--- config.mk ---
export PLATFORM = sky130hd
export DESIGN_NAME = sr_cmd_gen
export DESIGN_NICKNAME = d
export VERILOG_FILES = /design/src/rtl/sr_cmd_gen.sv
export SDC_FILE = /design/constraint.sdc
export NUM_CORES = 1
export LEC_CHECK = 0
export ABC_AREA = 1
export BUFFER_PORTS_ARGS = -buffer_cell sky130_fd_sc_hd__buf_2
export CELL_PAD_IN_SITES_DETAIL_PLACEMENT = 1
export CELL_PAD_IN_SITES_GLOBAL_PLACEMENT = 1
export CORE_MARGIN = 1
export CORE_UTILIZATION = 39
export CTS_BUF_LIST = sky130_fd_sc_hd__clkbuf_2 sky130_fd_sc_hd__clkbuf_4 sky130_fd_sc_hd__clkbuf_8
export DETAILED_ROUTE_END_ITERATION = 6
export PLACE_DENSITY_LB_ADDON = 0.1
export SYNTH_ARGS = -nofsm -noshare
export SYNTH_HDL_FRONTEND = slang
export SYNTH_SLANG_ARGS = --single-unit
--- constraint.sdc ---
create_clock -name clk -period 1.65 [get_ports clk]
set_input_delay 0.165 -clock clk [delete_from_list [all_inputs] [get_ports clk]]
set_output_delay 0.165 -clock clk [all_outputs]
set_load 0.005 [all_outputs]
--- src/rtl/sr_cmd_gen.sv ---
// Converts "set channel ch to value v" requests into S/R pulses for an SR flop bank, with a shadow copy
// of every flop to skip redundant pulses. Define SRG_READBACK_CHECK_EN to verify q_fb after settling.
module sr_cmd_gen #(
  parameter int NCH     = 6,
  parameter int CHW     = 3,
  parameter int PULSE_W = 1,
  parameter int SETTLE  = 2
) (
  input  logic           clk,
  input  logic           rst,
  input  logic           req_valid,
  output logic           req_ready,
  input  logic [CHW-1:0] req_ch,
  input  logic           req_val,
  input  logic           req_force,
  output logic [NCH-1:0] s_out,
  output logic [NCH-1:0] r_out,
  input  logic [NCH-1:0] q_fb,
  output logic           busy,
  output logic           done,
  output logic           err,
  output logic [NCH-1:0] shadow
);

  localparam int PCW = (PULSE_W > 1) ? $clog2(PULSE_W) : 1;
  localparam int SCW = (SETTLE > 1) ? $clog2(SETTLE) : 1;
  localparam logic [PCW-1:0] PULSE_LOAD  = PCW'(PULSE_W - 1);
  localparam logic [SCW-1:0] SETTLE_LOAD = SCW'((SETTLE > 0) ? (SETTLE - 1) : 0);

  localparam logic [2:0] ST_IDLE   = 3'd0;
  localparam logic [2:0] ST_NOP    = 3'd1;
  localparam logic [2:0] ST_DRIVE  = 3'd2;
  localparam logic [2:0] ST_SETTLE = 3'd3;
  localparam logic [2:0] ST_CHECK  = 3'd4;

  logic [2:0]     state_q, state_d;
  logic [CHW-1:0] ch_q, ch_d;
  logic           val_q, val_d;
  logic [PCW-1:0] pcnt_q, pcnt_d;
  logic [SCW-1:0] scnt_q, scnt_d;
  logic [NCH-1:0] s_q, s_d;
  logic [NCH-1:0] r_q, r_d;
  logic           done_q, done_d;
  logic           err_q, err_d;
  logic [NCH-1:0] shadow_q, shadow_d;
  logic [NCH-1:0] svalid_q, svalid_d;

  // Shifting a one past the top bit leaves an all-zero mask, which marks an invalid channel.
  logic [NCH-1:0] req_mask_s;
  logic [NCH-1:0] ch_mask_s;
  logic           req_inval_s;
  logic           req_redund_s;
  logic           chk_err_s;

  assign req_mask_s   = NCH'(1'b1) << req_ch;
  assign ch_mask_s    = NCH'(1'b1) << ch_q;
  assign req_inval_s  = ~|req_mask_s;
  assign req_redund_s = ~req_force & (|(req_mask_s & svalid_q & ~(shadow_q ^ {NCH{req_val}})));

`ifdef SRG_READBACK_CHECK_EN
  assign chk_err_s = (|(q_fb & ch_mask_s)) ^ val_q;
`else
  logic unused_q_fb_s;
  assign unused_q_fb_s = ^q_fb;
  assign chk_err_s     = 1'b0;
`endif

  // Next-state and output decode; done/err are registered on entry to NOP or CHECK.
  always_comb begin
    state_d  = state_q;
    ch_d     = ch_q;
    val_d    = val_q;
    pcnt_d   = pcnt_q;
    scnt_d   = scnt_q;
    s_d      = '0;
    r_d      = '0;
    done_d   = 1'b0;
    err_d    = 1'b0;
    shadow_d = shadow_q;
    svalid_d = svalid_q;
    case (state_q)
      ST_IDLE: begin
        if (req_valid) begin
          ch_d  = req_ch;
          val_d = req_val;
          if (req_inval_s) begin
            state_d = ST_NOP;
            done_d  = 1'b1;
            err_d   = 1'b1;
          end else if (req_redund_s) begin
            state_d = ST_NOP;
            done_d  = 1'b1;
          end else begin
            state_d = ST_DRIVE;
            pcnt_d  = PULSE_LOAD;
            if (req_val) begin
              s_d = req_mask_s;
            end else begin
              r_d = req_mask_s;
            end
          end
        end else begin
          state_d = ST_IDLE;
        end
      end
      ST_NOP: begin
        state_d = ST_IDLE;
      end
      ST_DRIVE: begin
        if (pcnt_q == '0) begin
          if (SETTLE == 0) begin
            state_d = ST_CHECK;
            done_d  = 1'b1;
            err_d   = chk_err_s;
          end else begin
            state_d = ST_SETTLE;
            scnt_d  = SETTLE_LOAD;
          end
        end else begin
          pcnt_d = pcnt_q - PCW'(1);
          s_d    = s_q;
          r_d    = r_q;
        end
      end
      ST_SETTLE: begin
        if (scnt_q == '0) begin
          state_d = ST_CHECK;
          done_d  = 1'b1;
          err_d   = chk_err_s;
        end else begin
          scnt_d = scnt_q - SCW'(1);
        end
      end
      ST_CHECK: begin
        state_d = ST_IDLE;
        // A failed readback leaves the shadow untrusted so the next request re-pulses.
        if (val_q) begin
          shadow_d = shadow_q | ch_mask_s;
        end else begin
          shadow_d = shadow_q & ~ch_mask_s;
        end
        if (err_q) begin
          svalid_d = svalid_q & ~ch_mask_s;
        end else begin
          svalid_d = svalid_q | ch_mask_s;
        end
      end
      default: begin
        state_d = ST_IDLE;
      end
    endcase
  end

  // State registers with synchronous reset taking priority.
  always_ff @(posedge clk) begin
    if (rst) begin
      state_q  <= ST_IDLE;
      ch_q     <= '0;
      val_q    <= 1'b0;
      pcnt_q   <= '0;
      scnt_q   <= '0;
      s_q      <= '0;
      r_q      <= '0;
      done_q   <= 1'b0;
      err_q    <= 1'b0;
      shadow_q <= '0;
      svalid_q <= '0;
    end else begin
      state_q  <= state_d;
      ch_q     <= ch_d;
      val_q    <= val_d;
      pcnt_q   <= pcnt_d;
      scnt_q   <= scnt_d;
      s_q      <= s_d;
      r_q      <= r_d;
      done_q   <= done_d;
      err_q    <= err_d;
      shadow_q <= shadow_d;
      svalid_q <= svalid_d;
    end
  end

  assign req_ready = (state_q == ST_IDLE);
  assign busy      = ~req_ready;
  assign s_out     = s_q;
  assign r_out     = r_q;
  assign done      = done_q;
  assign err       = err_q;
  assign shadow    = shadow_q;

endmodule

==> impl_metrics.tcl <==
set metrics [dict create \
    clock.fmax_mhz 728 \
    p_switching_mw 0.380 \
    clock-sinks 34 \
    slew_headroom_pct 72.1 \
    ys_warn_count 0 \
    p_per_area_nw_per_um2 947 \
    ir_drop_mv 0.397 \
    crit_path_start_kind "flip-flop" \
    htreeDepth 2 \
    ant_nets 0 \
    dr.pass1.iters 4 \
    worst-path-max-fanout 6 \
    yosys.area.top_type "dfxtp_1" \
    grt_usage_pct 20.3 \
    critPathMaxStageDelay_ps 400 \
    p_leak_nw 0.733 \
    avgSynthCellArea_um2 8.01 \
    cts_made_buffers 5 \
    ios 36 \
    via_per_inst 4.83 \
    core_area_um2 3360 \
    rows 21 \
    crit_slowest_cell "nor3_1" \
    cts_tree "built" \
    post-route-drc-count 0 \
    netlist_area_um2 1380 \
    die_y_um 61.4 \
    critPathRequiredTime_ps 1910 \
    ff2ff_setup_slack_ps 280 \
    root_buffer "clkbuf_4" \
    internal_power_mw 1.18 \
    num_vias 1228 \
    cp.arrival_ps 1640 \
    synth_top_area_share_pct 49.4 \
    hold_buffers 0 \
    synth_common_cells "dfxtp_1, nor2_1, nand2_1" \
    grt_max_degree 15 \
    drive_gt1_share_pct 28.8 \
    outcome "completed" \
    die_w_um 61.4 \
    cts.path.max_buffers 2 \
    wl_per_cell_um 13.0 \
    first_iter_violations 33 \
    grt_pass1_wl_mm 5.45 \
    tns_ps 0 \
    dp_hpwl_mm 2.54 \
    path_clk_slew_ps 100 \
    max_cap_viol_count 0 \
    syn2layout_area_growth_pct 19.9 \
    antenna_found_initial 0 \
    p_comb_share_pct 10.0 \
    critPathTopFamily "simple AND/OR/NAND/NOR gates" \
    grt-ovfl-total 0 \
    synth_edf_count 0 \
    syn_nets 186 \
    finalClockSkew_ps 4.40 \
    synth.area.top_cells "dfxtp_1, nor2_1, nand2_1" \
    syn_inst 172 \
    clockPowerShare_pct 35.2 \
    routed_wl_mm 3.31 \
    fp.dieArea_um2 3770 \
    rsz0062_at_grt "false" \
    numPortBuffers 29 \
    synth_flop_cell "dfxtp_1" \
    post-cts-setup-buffers 0 \
    yosysSeqAreaShare_pct 49.4 \
    path_cells "nor2_2 -> nand2_1 -> nor3_1 -> o21ai_0 -> a21oi_1" \
    timing.final.crit_share_pct 83.3 \
    worst_slew_pin_slew_ps 415 \
    period_needed_ps 1370 \
    end_kind "flip-flop" \
    path_class "reg -> reg" \
    final_nets 221 \
    finalHoldViolations 0 \
    sw_frac_of_total_pct 24.3 \
    finalSetupViolCount 0 \
    clock_latency_ps 320 \
    drv_slew 0 \
    hold_path.class "in -> reg" \
    cp_num_buf_inv 0 \
    globalplace.congestion 0.792 \
    first_global_vias 1220 \
    cts_resized 0 \
    ys_ff_latch 34 \
    async_flop_share_pct 0 \
    fin_util_pct 49.1 \
    synth_most_common_cell "dfxtp_1" \
    ys_types 23 \
    antenna_cells 0 \
    seq_power_share_pct 54.8 \
    start_util_pct 41.0 \
]
worst reg2reg max path: cells and delay by family, from the launching register on:
family,cells,cell delay (ps)
AO/OA/AOI/OAI,2,260
AND/OR/NAND/NOR,3,720
flip-flops,1,340
power by group through the flow:
stage | combinational (mW) | sequential, mW | clock [mW]
after global routing | 0.177 | 0.859 | 0.621
after CTS | 0.159 | 0.856 | 0.572
after detailed placement | 0.158 | 0.875 | 0
after floorplan | 0.102 | 0.872 | 0
final | 0.157 | 0.856 | 0.550
after global placement | 0.152 | 0.873 | 0
layout make-up:
class / instances / area (um2)
Multi-Input combinational cell: 113 / 593
Clock buffer: 8 / 78.8
Timing Repair Buffer: 30 / 153
Tap cell: 46 / 57.6
Inverter: 23 / 88.8
Sequential cell: 34 / 681
Fill cell: 450 / 1710
cell families after synthesis:
logic type | count (synthesis) | share of synthesized area, %
AO/OA/AOI/OAI | 33 | 13.0
flip-flops | 34 | 49.4
buffers and inverters | 25 | 7.54
AND/OR/NAND/NOR | 80 | 30.1
layout by cell type, fill, tap and decap left out, types with 2 or more instances in the layout:
cell type,count
dfxtp_1,34
buf_2,29
nor2_1,26
nand2_1,25
inv_1,18
a21oi_1,14
o21ai_0,12
nand3_1,6
nor3_1,5
clkbuf_4,5
nand2_2,4
inv_2,4
o22ai_1,4
nand3_2,4
nor2_2,3
clkbuf_8,3
nor4_2,2
nand4_1,2
nand3_4,2
metal layers:
layer | global-route usage (%) | share of wire, %
met4 | 6.67 | 1.4
met2 | 35.6 | 52
met3 | 5.04 | 2.8
met1 | 24.3 | 44
met5 | 0 | 0
through the flow:
step	cell area (um2)	setup slack, ps	std cells	hold WS [ps]	power (mW)
6_report	1650	276	254	52.6	1.56
5_1_grt	1650	46.0	254	50.1	1.66
4_1_cts	1650	265	254	37.7	1.59
3_5_place_dp	1570	288	246	397	1.03
3_3_place_gp	1570	332	246	395	1.02
2_1_floorplan	1380	478	172	227	0.974
final timing paths:
| path | start | end | cells after the start |
|---|---|---|---|
| worst max-delay path | state_q[0] | flip-flop | 5 |
| worst min-delay path | rst | state_q[1] | 2 |
| worst max register to register | state_q[0] | flip-flop | 5 |
| worst min register to register | scnt_q | scnt_q | 2 |
No activity file was read; power rests on OpenSTA's default activity.
